[config.mk]
export PLATFORM = sky130hd
export DESIGN_NAME = tdm_demux_1to4
export DESIGN_NICKNAME = d
export VERILOG_FILES = /design/src/rtl/tdm_demux_1to4.sv
export SDC_FILE = /design/constraint.sdc
export NUM_CORES = 1
export LEC_CHECK = 0
export ABC_AREA = 1
export BUFFER_PORTS_ARGS = -buffer_cell sky130_fd_sc_hd__clkbuf_2
export CAP_MARGIN = 20
export CORE_MARGIN = 4
export CORE_UTILIZATION = 55
export CTS_CLUSTER_DIAMETER = 150
export CTS_CLUSTER_SIZE = 16
export DETAILED_ROUTE_END_ITERATION = 8
export MAX_ROUTING_LAYER = met4
export PLACE_DENSITY = 0.86
export REMOVE_ABC_BUFFERS = 1
export SLEW_MARGIN = 5
export SYNTH_ARGS = -nofsm -noshare
export SYNTH_HDL_FRONTEND = slang
export SYNTH_SLANG_ARGS = --single-unit
[constraint.sdc]
create_clock -name clk -period 4.7 [get_ports clk]
set_clock_uncertainty 0.2 [all_clocks]
set_input_delay 0.235 -clock clk [delete_from_list [all_inputs] [get_ports clk]]
set_output_delay 0.235 -clock clk [all_outputs]
set_load 0.01 [all_outputs]
[src/rtl/tdm_demux_1to4.sv]
// tdm_demux_1to4: receive-side 1:4 TDM demux steering framed words into four lane registers.
// Define TDM_DEMUX_PARITY_EN to add even-parity checking (din_par in, par_err out).
module tdm_demux_1to4 #(
   parameter int WIDTH = 8
) (
   input  logic               clk,
   input  logic               rst,
   input  logic [WIDTH-1:0]   din,
   input  logic               din_valid,
   input  logic               frame_sync,
   output logic [4*WIDTH-1:0] dout,
   output logic [3:0]         lane_valid,
   output logic [1:0]         slot,
   output logic               locked,
   output logic               frame_done,
   output logic               sync_err
`ifdef TDM_DEMUX_PARITY_EN
   ,
   input  logic               din_par,
   output logic               par_err
`endif
);
   typedef enum logic {HUNT, LOCK} state_t;
   state_t state, state_n;
   logic [1:0] slot_n, wr_slot;
   logic [4*WIDTH-1:0] dout_n;
   logic [3:0] lane_valid_n;
   logic accept, good, write, frame_done_n, sync_err_n, par_err_n;
`ifdef TDM_DEMUX_PARITY_EN
   assign good = ~^{din, din_par};
`else
   assign good = 1'b1;
`endif
   assign locked = state == LOCK;
   always_comb begin
      accept = din_valid && (state == LOCK || frame_sync);
      // a qualified frame_sync always forces slot 0, which both acquires and realigns
      wr_slot = frame_sync ? 2'd0 : slot;
      write = accept && good;
      state_n = accept ? LOCK : state;
      slot_n = accept ? wr_slot + 2'd1 : slot;
      dout_n = dout;
      if (write)
         dout_n[wr_slot*WIDTH +: WIDTH] = din;
      lane_valid_n = write ? 4'b0001 << wr_slot : 4'b0000;
      frame_done_n = accept && wr_slot == 2'd3;
      sync_err_n = accept && state == LOCK && frame_sync && slot != 2'd0;
      par_err_n = accept && !good;
   end
   always_ff @(posedge clk) begin
      if (rst) begin
         state <= HUNT;
         slot <= 2'd0;
         dout <= '0;
         lane_valid <= 4'b0000;
         frame_done <= 1'b0;
         sync_err <= 1'b0;
      end else begin
         state <= state_n;
         slot <= slot_n;
         dout <= dout_n;
         lane_valid <= lane_valid_n;
         frame_done <= frame_done_n;
         sync_err <= sync_err_n;
      end
   end
`ifdef TDM_DEMUX_PARITY_EN
   always_ff @(posedge clk)
      par_err <= rst ? 1'b0 : par_err_n;
`else
   logic unused;
   assign unused = par_err_n;
`endif
endmodule

==> flow_metrics.tcl <==
set metrics [dict create \
    outcome "complete, but fails checks" \
    violations "negative hold slack" \
    rr_worst_depth 5 \
    place_area_mm2 0.00209 \
    maxCapViolations 0 \
    vias 1753 \
    min_path_type "primary input to flop" \
    drive_above_1_share_pct 23.3 \
    cts_root_buf "clkbuf_4" \
    crit_arrival_ns 2.36 \
    finalNetCount 332 \
    via_per_inst 4.86 \
    multiInputGateArea_um2 843 \
    crit_type "primary input to flop" \
    switchingPower_mw 0.175 \
    hold_violations 2 \
    synth_area_per_cell_um2 6.93 \
    portBuffers 52 \
    drv_slew 0 \
    avgRoutedWirePerCell_um 11.7 \
    cp_max_fo 8 \
    fin_setup_tns_ns 0 \
    drtPass1Iterations 6 \
    ys_seq_elements 41 \
    synth_top_area_cell "dfxtp_1" \
    cts_buffers 5 \
    synth_area_mm2 0.00182 \
    start_util_pct 58.5 \
    grt_max_degree 27 \
    dpl.hpwl_um 2960 \
    worstPathRequired_ns 4.80 \
    holdWs_ns -0.00789 \
    cts_buffer_depth 2 \
    fill_cells 296 \
    ys_seq_area_share_pct 45.2 \
    ys.warnings.count 0 \
    die_h_um 65.5 \
    hold_path_end "dout[5]$_SDFFE_PP0P_" \
    sw_frac_of_total_pct 27.9 \
    worstMarginPinSlew_ns 0.517 \
    min_path_cells 5 \
    fin_crit_sh_pct 48.2 \
    clkPwrFrac_pct 29.4 \
    cts.sinks 41 \
    min_from "din[5]" \
    cts_resized 0 \
    antenna_found_initial 0 \
    diodes 0 \
    grt_pass1_wl_um 7110 \
    die_w_um 65.5 \
    routed_wl_um 4240 \
    track_usage_pct 21.7 \
    p_int_mw 0.453 \
    synth.distinct_cells 20 \
    grt-ovfl-total 0 \
    rsz0062_at_grt "false" \
    r2r_end "dout[17]$_SDFFE_PP0P_" \
    remaining_drc_errors 0 \
    setup_viol 0 \
    end_kind "flop" \
    cts_tree "yes" \
    rrSetupSlack_ns 2.63 \
    max_clock_freq_mhz 441 \
    slew_headroom_pct 65.4 \
    core_mm2 0.00310 \
    regArea_um2 821 \
    dieArea_mm2 0.00429 \
    syn_inst 262 \
    final_cell_mix "nand2_1 (69), nor2_1 (58), clkbuf_2 (52)" \
    num_rows 20 \
    start_kind "primary input" \
    clk_pin_slew_ns 0.12 \
    ant_nets 0 \
    pwr-share-comb_pct 12.9 \
    area_growth_pct 19.8 \
    p_per_area_mw_per_mm2 289 \
    first_iter_violations 142 \
    p_leak_nw 1.11 \
    fin_area_mm2 0.00218 \
    synth_area_leaders "dfxtp_1 (45%), nand2_1 (14%), nor2_1 (12%)" \
    ir_drop_mv 0.235 \
    place.gp.congestion 0.851 \
    pin_count 53 \
    r2r-start "slot[0]$_SDFFE_PP0P_" \
    layout_min_cycle_time_ns 2.27 \
    seqPwrFrac_pct 57.7 \
    mostFrequentLayoutCell "nand2_1" \
    synth_top_area_share_pct 45.2 \
    cts_max_level 2 \
    grt_pass1_vias 1673 \
    clock_latency_ns 0.36 \
]
worst max-delay path, stage by stage:
cell and delay (ns):
dlygate4sd3_1 0.54, clkbuf_2 0.14, inv_2 0.12, nand2_1 0.14, ha_1 0.42, nor2_1 0.45
nand3_1 0.16, a21oi_1 0.15
power groups by stage:
stage | clock, mW | combinational (mW) | sequential [mW]
floorplan | 0 | 0.0459 | 0.375
global placement | 0 | 0.0767 | 0.370
detailed placement | 0 | 0.0776 | 0.371
CTS | 0.183 | 0.0806 | 0.363
global route | 0.200 | 0.0910 | 0.364
finish | 0.185 | 0.0811 | 0.363
what timing repair did:
action	CTS	global route
setup buffers	0	0
hold buffers	3	0
endpoints found under the hold margin	3	0
cell type report:
type | count | share of cell area (%)
clock buffer | 6 | 2.36
multi-input combinational | 185 | 38.7
clock inverter | 1 | 0.345
sequential | 41 | 37.7
timing repair buffer | 55 | 13.3
tap | 44 | 2.53
inverter | 29 | 5.00
stage by stage:
step	setup WS [ns]	total power [mW]	instances	hold slack (ns)	utilization [%]
CTS	2.47	0.626	361	0.000690	70.2
finish	2.43	0.629	361	-0.00789	70.2
detailed placement	2.70	0.448	351	0.258	67.3
floorplan	2.92	0.420	255	0.104	-
global route	2.31	0.655	361	0.0187	70.2
global placement	2.79	0.447	351	0.255	67.3
flip-flops by register name, summed over array words and instances (netlist names):
| register | count |
|---|---|
| lane_valid | 4 |
| dout | 32 |
| frame_done | 1 |
| slot | 2 |
| locked | 1 |
| sync_err | 1 |
logic make-up (layout without fill, tap and decap cells):
group	after synthesis	in the layout	share of synthesized area, %
AOI/OAI and AO/OA	28	28	7.71
adders and majority gates	3	3	2.07
buffers and inverters	36	91	8.40
DFF	41	41	45.2
and+or+nand+nor	154	154	36.6
per-layer routing:
layer / wire length, um / track usage [%] / part of all wire (%)
met1: 1870 / 24.1 / 44
met2: 2000 / 37.7 / 47
met3: 289 / 6.15 / 6.8
met4: 76 / 6.74 / 1.8
met5: 0 / - / 0
Yosys cell counts (all sizes together):
master / instances
nand3: 13
a21oi: 18
dfxtp: 41
nor2: 62
nor3: 3
nand2: 75
ha: 3
nor4: 1
inv: 29
buf: 4
clkbuf: 3
o21ai: 10
worst max path at each step:
stage | startpoint | end | slack [ns] | cells past startpoint
after floorplan | slot[0]$_SDFFE_PP0P_ | dout[16]$_SDFFE_PP0P_ | 2.92 | 5
after global placement | frame_sync | dout[22]$_SDFFE_PP0P_ | 2.79 | 7
after detailed placement | frame_sync | dout[21]$_SDFFE_PP0P_ | 2.70 | 7
after CTS | frame_sync | dout[21]$_SDFFE_PP0P_ | 2.47 | 8
after global routing | frame_sync | dout[21]$_SDFFE_PP0P_ | 2.31 | 8
final | frame_sync | dout[17]$_SDFFE_PP0P_ | 2.43 | 8
Power figures use the tool's default switching activity.
